==> src/rtl/argmin_pkg.sv <==
// argmin_pkg: definitions shared by the argmin reduction tree and the
// multi-channel source blocks that feed it.
//   ARGMIN_N / ARGMIN_WIDTH : default channel count and channel width
//   LT_W                    : width of the common compare datapath
//   argmin_levels(n)        : number of compare levels for n channels
//   lt(a, b, signed_mode)   : strict a < b, two's-complement or unsigned
package argmin_pkg;

  localparam int ARGMIN_N     = 4;
  localparam int ARGMIN_WIDTH = 32;

  // Every node compares in this common width. Callers sign- or zero-extend
  // their operands according to the compare mode, so channel widths up to
  // LT_W bits are supported.
  localparam int LT_W = 64;

  function automatic int argmin_levels(input int n);
    int l;
    l = 0;
    for (int i = 0; i < 32; i++) begin
      if ((1 << l) < n) l++;
    end
    return l;
  endfunction

  function automatic logic lt(input logic [LT_W-1:0] a,
                              input logic [LT_W-1:0] b,
                              input logic            signed_mode);
    logic signed [LT_W-1:0] sa;
    logic signed [LT_W-1:0] sb;
    sa = a;
    sb = b;
    if (signed_mode) return sa < sb;
    else             return a < b;
  endfunction

endpackage

==> src/rtl/argmin_cmp2.sv <==
// argmin_cmp2: combinational two-operand node of the argmin tree.
// Picks the right operand only when it is strictly smaller than the left,
// so ties resolve to the left (lower-index) operand.
// Optional feature macro: ARGMIN_TREE_MASK_EN adds a "present" bit per
// operand; an absent operand never wins against a present one, and when
// both are absent the winner is forced to value 0, index 0, absent.
// Ports:
//   l_val/l_idx[/l_pres] : left operand
//   r_val/r_idx[/r_pres] : right operand
//   w_val/w_idx[/w_pres] : winner
module argmin_cmp2
  import argmin_pkg::*;
#(
  parameter int WIDTH  = 32,
  parameter int IDXW   = 2,
  parameter int SIGNED = 0
) (
  input  logic [WIDTH-1:0] l_val,
  input  logic [IDXW-1:0]  l_idx,
  input  logic [WIDTH-1:0] r_val,
  input  logic [IDXW-1:0]  r_idx,
`ifdef ARGMIN_TREE_MASK_EN
  input  logic             l_pres,
  input  logic             r_pres,
  output logic             w_pres,
`endif
  output logic [WIDTH-1:0] w_val,
  output logic [IDXW-1:0]  w_idx
);

  logic [LT_W-1:0] l_ext;
  logic [LT_W-1:0] r_ext;
  logic            r_less;
  logic            take_r;

  always_comb begin
    if (SIGNED != 0) begin
      l_ext = LT_W'($signed(l_val));
      r_ext = LT_W'($signed(r_val));
    end else begin
      l_ext = LT_W'(l_val);
      r_ext = LT_W'(r_val);
    end
    r_less = lt(r_ext, l_ext, SIGNED != 0);
  end

`ifdef ARGMIN_TREE_MASK_EN
  always_comb begin
    take_r = r_pres & (~l_pres | r_less);
    w_pres = l_pres | r_pres;
    if (!l_pres && !r_pres) begin
      w_val = '0;
      w_idx = '0;
    end else if (take_r) begin
      w_val = r_val;
      w_idx = r_idx;
    end else begin
      w_val = l_val;
      w_idx = l_idx;
    end
  end
`else
  always_comb begin
    take_r = r_less;
    w_val  = take_r ? r_val : l_val;
    w_idx  = take_r ? r_idx : l_idx;
  end
`endif

endmodule

==> src/rtl/argmin_tree.sv <==
// argmin_tree: pipelined minimum / lowest-index finder over N channels.
// A binary tree of argmin_cmp2 nodes, one register per tree level, with
// valid/ready handshakes on both sides. The whole pipeline freezes while
// a result is offered and not taken; bubbles are not collapsed.
// Optional feature macro: ARGMIN_TREE_MASK_EN adds in_mask (per-channel
// participate bit) and out_none (beat had no participating channel).
// Ports:
//   clk, rst            : clock, synchronous active-high reset
//   in_valid/in_ready   : input handshake
//   in_data             : channel i at [i*WIDTH +: WIDTH]
//   in_mask, out_none   : only with ARGMIN_TREE_MASK_EN
//   out_valid/out_ready : output handshake
//   out_min, out_idx    : minimum value and lowest channel holding it
module argmin_tree
  import argmin_pkg::*;
#(
  parameter  int N      = ARGMIN_N,
  parameter  int WIDTH  = ARGMIN_WIDTH,
  parameter  int SIGNED = 0,
  localparam int IDXW   = $clog2(N)
) (
  input  logic               clk,
  input  logic               rst,
  input  logic               in_valid,
  output logic               in_ready,
  input  logic [N*WIDTH-1:0] in_data,
`ifdef ARGMIN_TREE_MASK_EN
  input  logic [N-1:0]       in_mask,
  output logic               out_none,
`endif
  output logic               out_valid,
  input  logic               out_ready,
  output logic [WIDTH-1:0]   out_min,
  output logic [IDXW-1:0]    out_idx
);

  localparam int LEVELS = argmin_levels(N);
  // Internal nodes are stored heap-style: node j has children 2j+1, 2j+2;
  // heap positions NODES..2N-2 are the input channels in order, so every
  // left subtree covers lower channel numbers than its right sibling.
  localparam int NODES  = N - 1;

  logic              stall;
  logic [LEVELS-1:0] vld_p;

  logic [WIDTH-1:0]  leaf_val [N];
  logic [IDXW-1:0]   leaf_idx [N];
  logic [WIDTH-1:0]  win_val  [NODES];
  logic [IDXW-1:0]   win_idx  [NODES];
  logic [WIDTH-1:0]  val_p    [NODES];
  logic [IDXW-1:0]   idx_p    [NODES];
`ifdef ARGMIN_TREE_MASK_EN
  logic              leaf_pres [N];
  logic              win_pres  [NODES];
  logic              pres_p    [NODES];
`endif

  assign stall    = out_valid & ~out_ready;
  assign in_ready = ~stall;

  for (genvar i = 0; i < N; i++) begin : g_leaf
    assign leaf_val[i] = in_data[i*WIDTH +: WIDTH];
    assign leaf_idx[i] = IDXW'(i);
`ifdef ARGMIN_TREE_MASK_EN
    assign leaf_pres[i] = in_mask[i];
`endif
  end

  for (genvar j = 0; j < NODES; j++) begin : g_node
    localparam int LC = 2*j + 1;
    logic [WIDTH-1:0] lv;
    logic [WIDTH-1:0] rv;
    logic [IDXW-1:0]  li;
    logic [IDXW-1:0]  ri;
`ifdef ARGMIN_TREE_MASK_EN
    logic             lp;
    logic             rp;
`endif

    if (LC >= NODES) begin : g_from_leaf
      assign lv = leaf_val[LC-NODES];
      assign rv = leaf_val[LC-NODES+1];
      assign li = leaf_idx[LC-NODES];
      assign ri = leaf_idx[LC-NODES+1];
`ifdef ARGMIN_TREE_MASK_EN
      assign lp = leaf_pres[LC-NODES];
      assign rp = leaf_pres[LC-NODES+1];
`endif
    end else begin : g_from_node
      assign lv = val_p[LC];
      assign rv = val_p[LC+1];
      assign li = idx_p[LC];
      assign ri = idx_p[LC+1];
`ifdef ARGMIN_TREE_MASK_EN
      assign lp = pres_p[LC];
      assign rp = pres_p[LC+1];
`endif
    end

    argmin_cmp2 #(
      .WIDTH  (WIDTH),
      .IDXW   (IDXW),
      .SIGNED (SIGNED)
    ) u_cmp (
      .l_val  (lv),
      .l_idx  (li),
      .r_val  (rv),
      .r_idx  (ri),
`ifdef ARGMIN_TREE_MASK_EN
      .l_pres (lp),
      .r_pres (rp),
      .w_pres (win_pres[j]),
`endif
      .w_val  (win_val[j]),
      .w_idx  (win_idx[j])
    );
  end

  // ---- level registers: vld_p[k] qualifies tree depth LEVELS-1-k ----
  // Only the root data is cleared on reset, since it is visible on the
  // outputs; inner data is qualified by its valid and may hold garbage.
  always_ff @(posedge clk) begin
    if (rst) begin
      vld_p    <= '0;
      val_p[0] <= '0;
      idx_p[0] <= '0;
`ifdef ARGMIN_TREE_MASK_EN
      for (int j = 0; j < NODES; j++) pres_p[j] <= 1'b0;
`endif
    end else if (!stall) begin
      vld_p[0] <= in_valid;
      for (int k = 1; k < LEVELS; k++) vld_p[k] <= vld_p[k-1];
      for (int j = 0; j < NODES; j++) begin
        val_p[j] <= win_val[j];
        idx_p[j] <= win_idx[j];
`ifdef ARGMIN_TREE_MASK_EN
        pres_p[j] <= win_pres[j];
`endif
      end
    end
  end

  // ---- output: root register ----
  assign out_valid = vld_p[LEVELS-1];
  assign out_min   = val_p[0];
  assign out_idx   = idx_p[0];
`ifdef ARGMIN_TREE_MASK_EN
  assign out_none  = out_valid & ~pres_p[0];
`endif

endmodule

==> config.mk <==
export PLATFORM = sky130hd
export DESIGN_NAME = argmin_tree
export DESIGN_NICKNAME = d
export VERILOG_FILES = /design/src/rtl/argmin_pkg.sv /design/src/rtl/argmin_cmp2.sv /design/src/rtl/argmin_tree.sv
export SDC_FILE = /design/constraint.sdc
export NUM_CORES = 1
export LEC_CHECK = 0
export CAP_MARGIN = 0
export CORE_MARGIN = 2
export CORE_UTILIZATION = 55
export CTS_BUF_LIST = sky130_fd_sc_hd__clkbuf_8
export DETAILED_ROUTE_END_ITERATION = 8
export GPL_TIMING_DRIVEN = 0
export PLACE_DENSITY = 0.88
export SLEW_MARGIN = 20
export SYNTH_ARGS = -nofsm -noshare
export SYNTH_HDL_FRONTEND = slang
export SYNTH_SLANG_ARGS = --single-unit
==> constraint.sdc <==
create_clock -name clk -period 5.5 [get_ports clk]
set_input_delay 0.825 -clock clk [delete_from_list [all_inputs] [get_ports clk]]
set_output_delay 0.825 -clock clk [all_outputs]
set_load 0.05 [all_outputs]
### Yosys cells after proc, flatten, opt, wreduce, memory -nomap -nowiden

Memories as Yosys holds them, arrays and structs flattened.
Cells that the tools add are included.

* magnitude comparators: 3
* mux-type cells: 13
* bitwise logic cells: 5

Operators by type and width (count)
* two-way mux 32 bit: 4
* less-than comparator 32 bit: 3
* two-way mux 1 bit: 7
* two-way mux 2 bit: 2
* inverter 1 bit: 2
* bitwise OR 1 bit: 2
* AND 1 bit: 1

* flip-flop bits (word level): 2
* bits in writable memories: 102
* bits of input ports: 132
* output and inout bits: 36
* word-level logic and storage cells: 24
* memories kept: 2

Memories
* val_p: depth 3, width 32, read ports 3, clocked after memory_dff 0, write ports 3, RTL line argmin_tree.sv:50 `logic [WIDTH-1:0] val_p [NODES];`
* idx_p: depth 3, width 2, read ports 3, clocked after memory_dff 0, write ports 3, RTL line argmin_tree.sv:51 `logic [IDXW-1:0] idx_p [NODES];`

### Logic depth before layout (Yosys ltp)

* word-level depth: 6
* mapped depth: 11

### Hierarchy

A second synthesis with hierarchy kept.

* cell total of the unflattened synthesis: 598
* area total of the unflattened synthesis: 7209.4 um^2

Modules (own cells, without submodules)
* argmin_cmp2: times used 3, cells each 147, area each 1202.4 um^2, seq. area each 0.0 um^2
* argmin_tree: times used 1, cells each 157, area each 3602.2 um^2, seq. area each 3103.0 um^2

### Least setup slack after synthesis

OpenSTA, ideal clock, no wires.

* path kind: in2reg
* start point: in out_ready
* end point: mem val_p[0][22] (data pin)
* setup time: 0.169 ns
* arrival time: 3.887 ns
* slack: 1.444 ns
* cell stages on the path: 8
* cell sequence: nor2b_1 -> inv_1 -> nand2b_1 -> clkbuf_1 -> inv_2 -> clkbuf_1 -> nand3_1 -> o31ai_1

RTL lines
* start: declaration: RTL line argmin_tree.sv:32 `input logic out_ready,`
* end: declaration: RTL line argmin_tree.sv:50

==> run summary <==
Synth area leaders: edfxtp_1 (45%), ha_1 (17%), mux2_2 (9.3%)
post_cts resized: 0
initial DRC count: 330
Max Slew Vio Count: 0
Crit Path Max Fanout: 10
R2R Path End: val_p[0][11]
count of boundary I/O pins: 168
Initial Utilization: 0.559
post-synthesis async set-or-reset flop share: 0
number of distinct library cells after synthesis: 39
DRC errors left: 0
syn avg cell area: 11.4 sq um
Clock Tree Buf Depth: 2
post-DR vias/cell: 5.73
Critical Path RT: 5620 ps
Root Buffer: clkbuf_8
most common cell in the netlist: edfxtp_1
cts bufs inserted: 9
status: finished clean
worst-margin pin slew: 764 ps
Largest delay share family, worst path: compound AO/OA/AOI/OAI gates
Antenna Cells: 0
overall power: 2.22 mW
worst r2r src: val_p[0][37]
Clk pwr share: 0.213
hold wc startpoint: vld_p[0]
P_sw: 0.713 mW
die footprint: 13,100 sq um
largest net degree at the start of global routing: 53
post-route ant nets: 0
share of total power in combinational logic: 0.337
RSZ-0062 raised after global routing: no
XOR/XNOR share of the synthesized area: 0
Syn-to-layout area delta: 31.2%
Cell Area, Synth: 6680 sq um
Final Hold Fails: 0
CP startpoint kind: input pin
post-synthesis mux area share: 0.108
most used flip-flop cell after synthesis: edfxtp_1
Synth top area share: 0.449
port bufs: 167
Sw Ratio: 0.321
Arr. time, crit path: 3560 ps
die height: 114 um
vias in the first global route: 5,214
Reg power frac: 0.449
Worst Path Buf+Inv: 3
core area: 12,000 sq um
r2r setup slk: 2750 ps
DR WL/cell: 17.9 um
Rel. slew slack: 0.491
Hold Path Stages: 2
first-pass GRT wire length: 25,800 um
CTS tree: built
Sink Count: 102
chip width: 114 um
leading cell types by count after synthesis: edfxtp_1 (100), inv_1 (94), ha_1 (93)
fin crit share: 0.625
register area share after synthesis: 0.455
Cells after Synth: 585
max incr delay on CP: 470 ps
CTS H-tree lvls: 3
Post-Syn Nets: 810
DPL Wire Length: 13,700 um
worst path cell trace: clkdlybuf4s50_1 > inv_1 > ha_1 > and2_0 > a221o_1 > a221oi_1 > o21ai_1 > a21oi_2 > buf_4 > mux2_2
max_cap viols: 0
Final min period: 3440 ps
Nets: 989
Synth Area in Simple Gates: 0.0764
number of flops mapped to enable cells by yosys: 100
Fmax: 0.291 GHz
vias after detailed routing: 5,246
Worst Skew: 6.66 ps
postcts setup bufs: 0
CP Class: input pin to flip-flop
Ys Warns: 0
main combinational cell family by area after synthesis: adder cells
clock insertion delay at the later pin of the skew report: 370 ps
endpoints failing setup: 0
Final Wtd Congestion: 0.928
VDD IR max: 159 uV
slowest CP cell: clkdlybuf4s50_1
top cell type by total area after synthesis: edfxtp_1
GR Util All Layers: 0.257
crit path capture type: flip-flop
CTS Hold Bufs: 0
Pleak: 3.82 nW
share of cells above drive strength 1: 0.120
Worst R2R Path Depth: 11
Clk pin slew, worst setup/hold paths: 90 ps
initial antenna violation count: 0
final WL: 16,400 um
Hold Crit Class: flip-flop to flip-flop
worst hold endpoint: vld_p[0]
post-synthesis adder-cell area fraction: 0.174
PwrDens: 253 nW/um^2
1st-pass router iterations: 7
compound-gate portion of the synthesized area: 0.115
setup TNS: 0 ps
GRT Residual Overflow: 0
Rows: 40
Pint: 1.51 mW
flop and latch count out of synthesis: 102
worst register-to-register path, stage by stage, from the launching register on:
cell	delay (ps)
edfxtp_1	380
inv_1	140
ha_1	250
or3_1	350
a21oi_1	220
nor3_1	90
a2111o_1	390
a21oi_2	200
buf_6	180
buf_6	150
nand3_1	80
o31ai_1	110
state kept, by name (all words and copies together), names as in the netlist:
| name | flops |
|---|---|
| val_p | 96 |
| idx_p | 4 |
| vld_p | 2 |
kinds of logic after synthesis:
logic type      Yosys count
mux                      64
fa+ha+maj                93
simple gates             98
buf+inv                 115
compound gates          113
flops                   102
power by group through the flow:
stage	registers, mW	logic (mW)	clock network [mW]
floorplan	1.15	0.316	0
CTS	0.998	0.744	0.482
detailed placement	1.02	0.741	0
global placement	1.02	0.710	0
global route	1.01	0.805	0.517
finish	0.998	0.748	0.474
stage by stage:
| stage | util | hold slack [ps] | worst slack, ps | std cells | cell area [sq um] |
|---|---|---|---|---|---|
| floorplan | - | 426 | 1440 | 585 | 6680 |
| global placement | 0.714 | 442 | 447 | 899 | 8540 |
| detailed placement | 0.717 | 477 | 1680 | 900 | 8570 |
| CTS | 0.733 | 491 | 2090 | 916 | 8770 |
| global route | 0.733 | 509 | 1940 | 916 | 8770 |
| finish | 0.733 | 485 | 2060 | 916 | 8770 |
routing by layer:
metal / up-vias / share of wire / track usage
li1: 2527 / - / -
met1: 2470 / 0.42 / 0.339
met2: 219 / 0.51 / 0.446
met3: 30 / 0.047 / 0.0222
met4: 0 / 0.024 / 0.0959
met5: - / 0 / 0
how the worst max path moves through the flow:
stage / startpoint / to / slack (ps) / cells after the start
2_1_floorplan: out_ready / val_p[0][22] / 1440 / 8
4_1_cts: in_data[91] / val_p[0][87] / 2090 / 10
3_5_place_dp: in_data[91] / val_p[0][87] / 1680 / 10
5_1_grt: in_data[25] / val_p[0][37] / 1940 / 10
6_report: in_data[91] / val_p[0][66] / 2060 / 10
3_3_place_gp: out_ready / val_p[0][30] / 450 / 9
cell usage in the layout (no fill, tap or decap), drive strengths merged:
cell type and instances:
a2111o 1, a31oi 2, o211ai 1, o31ai 31, a21boi 1, nand2 18
buf 14, and4 4, nor2b 2, nor3 2, nand2b 5, a21o 20
nand4 12, o21ai 13, bufinv 1, a221o 2, nand3 40, a221oi 5
dfxtp 2, a211oi 3, inv 96, clkinv 3, clkinvlp 2, mux2 64
a2111oi 1, ha 93, nor2 10, o21a 2, a21oi 31, and2 3
clkbuf 16, clkdlybuf4s50 167, or3 2, edfxtp 100
layout make-up:
type                            instances  area, sq um
Tap cell                              147          184
Clock buffer                            9          124
Sequential cell                       102         3040
Multi-Input combinational cell        368         3160
Timing Repair Buffer                  168         1700
Inverter                               95          357
Fill cell                             829         3190
Buffer                                 20          128
Clock inverter                          7         73.8
Note: power is estimated with default switching activity, not from simulation.
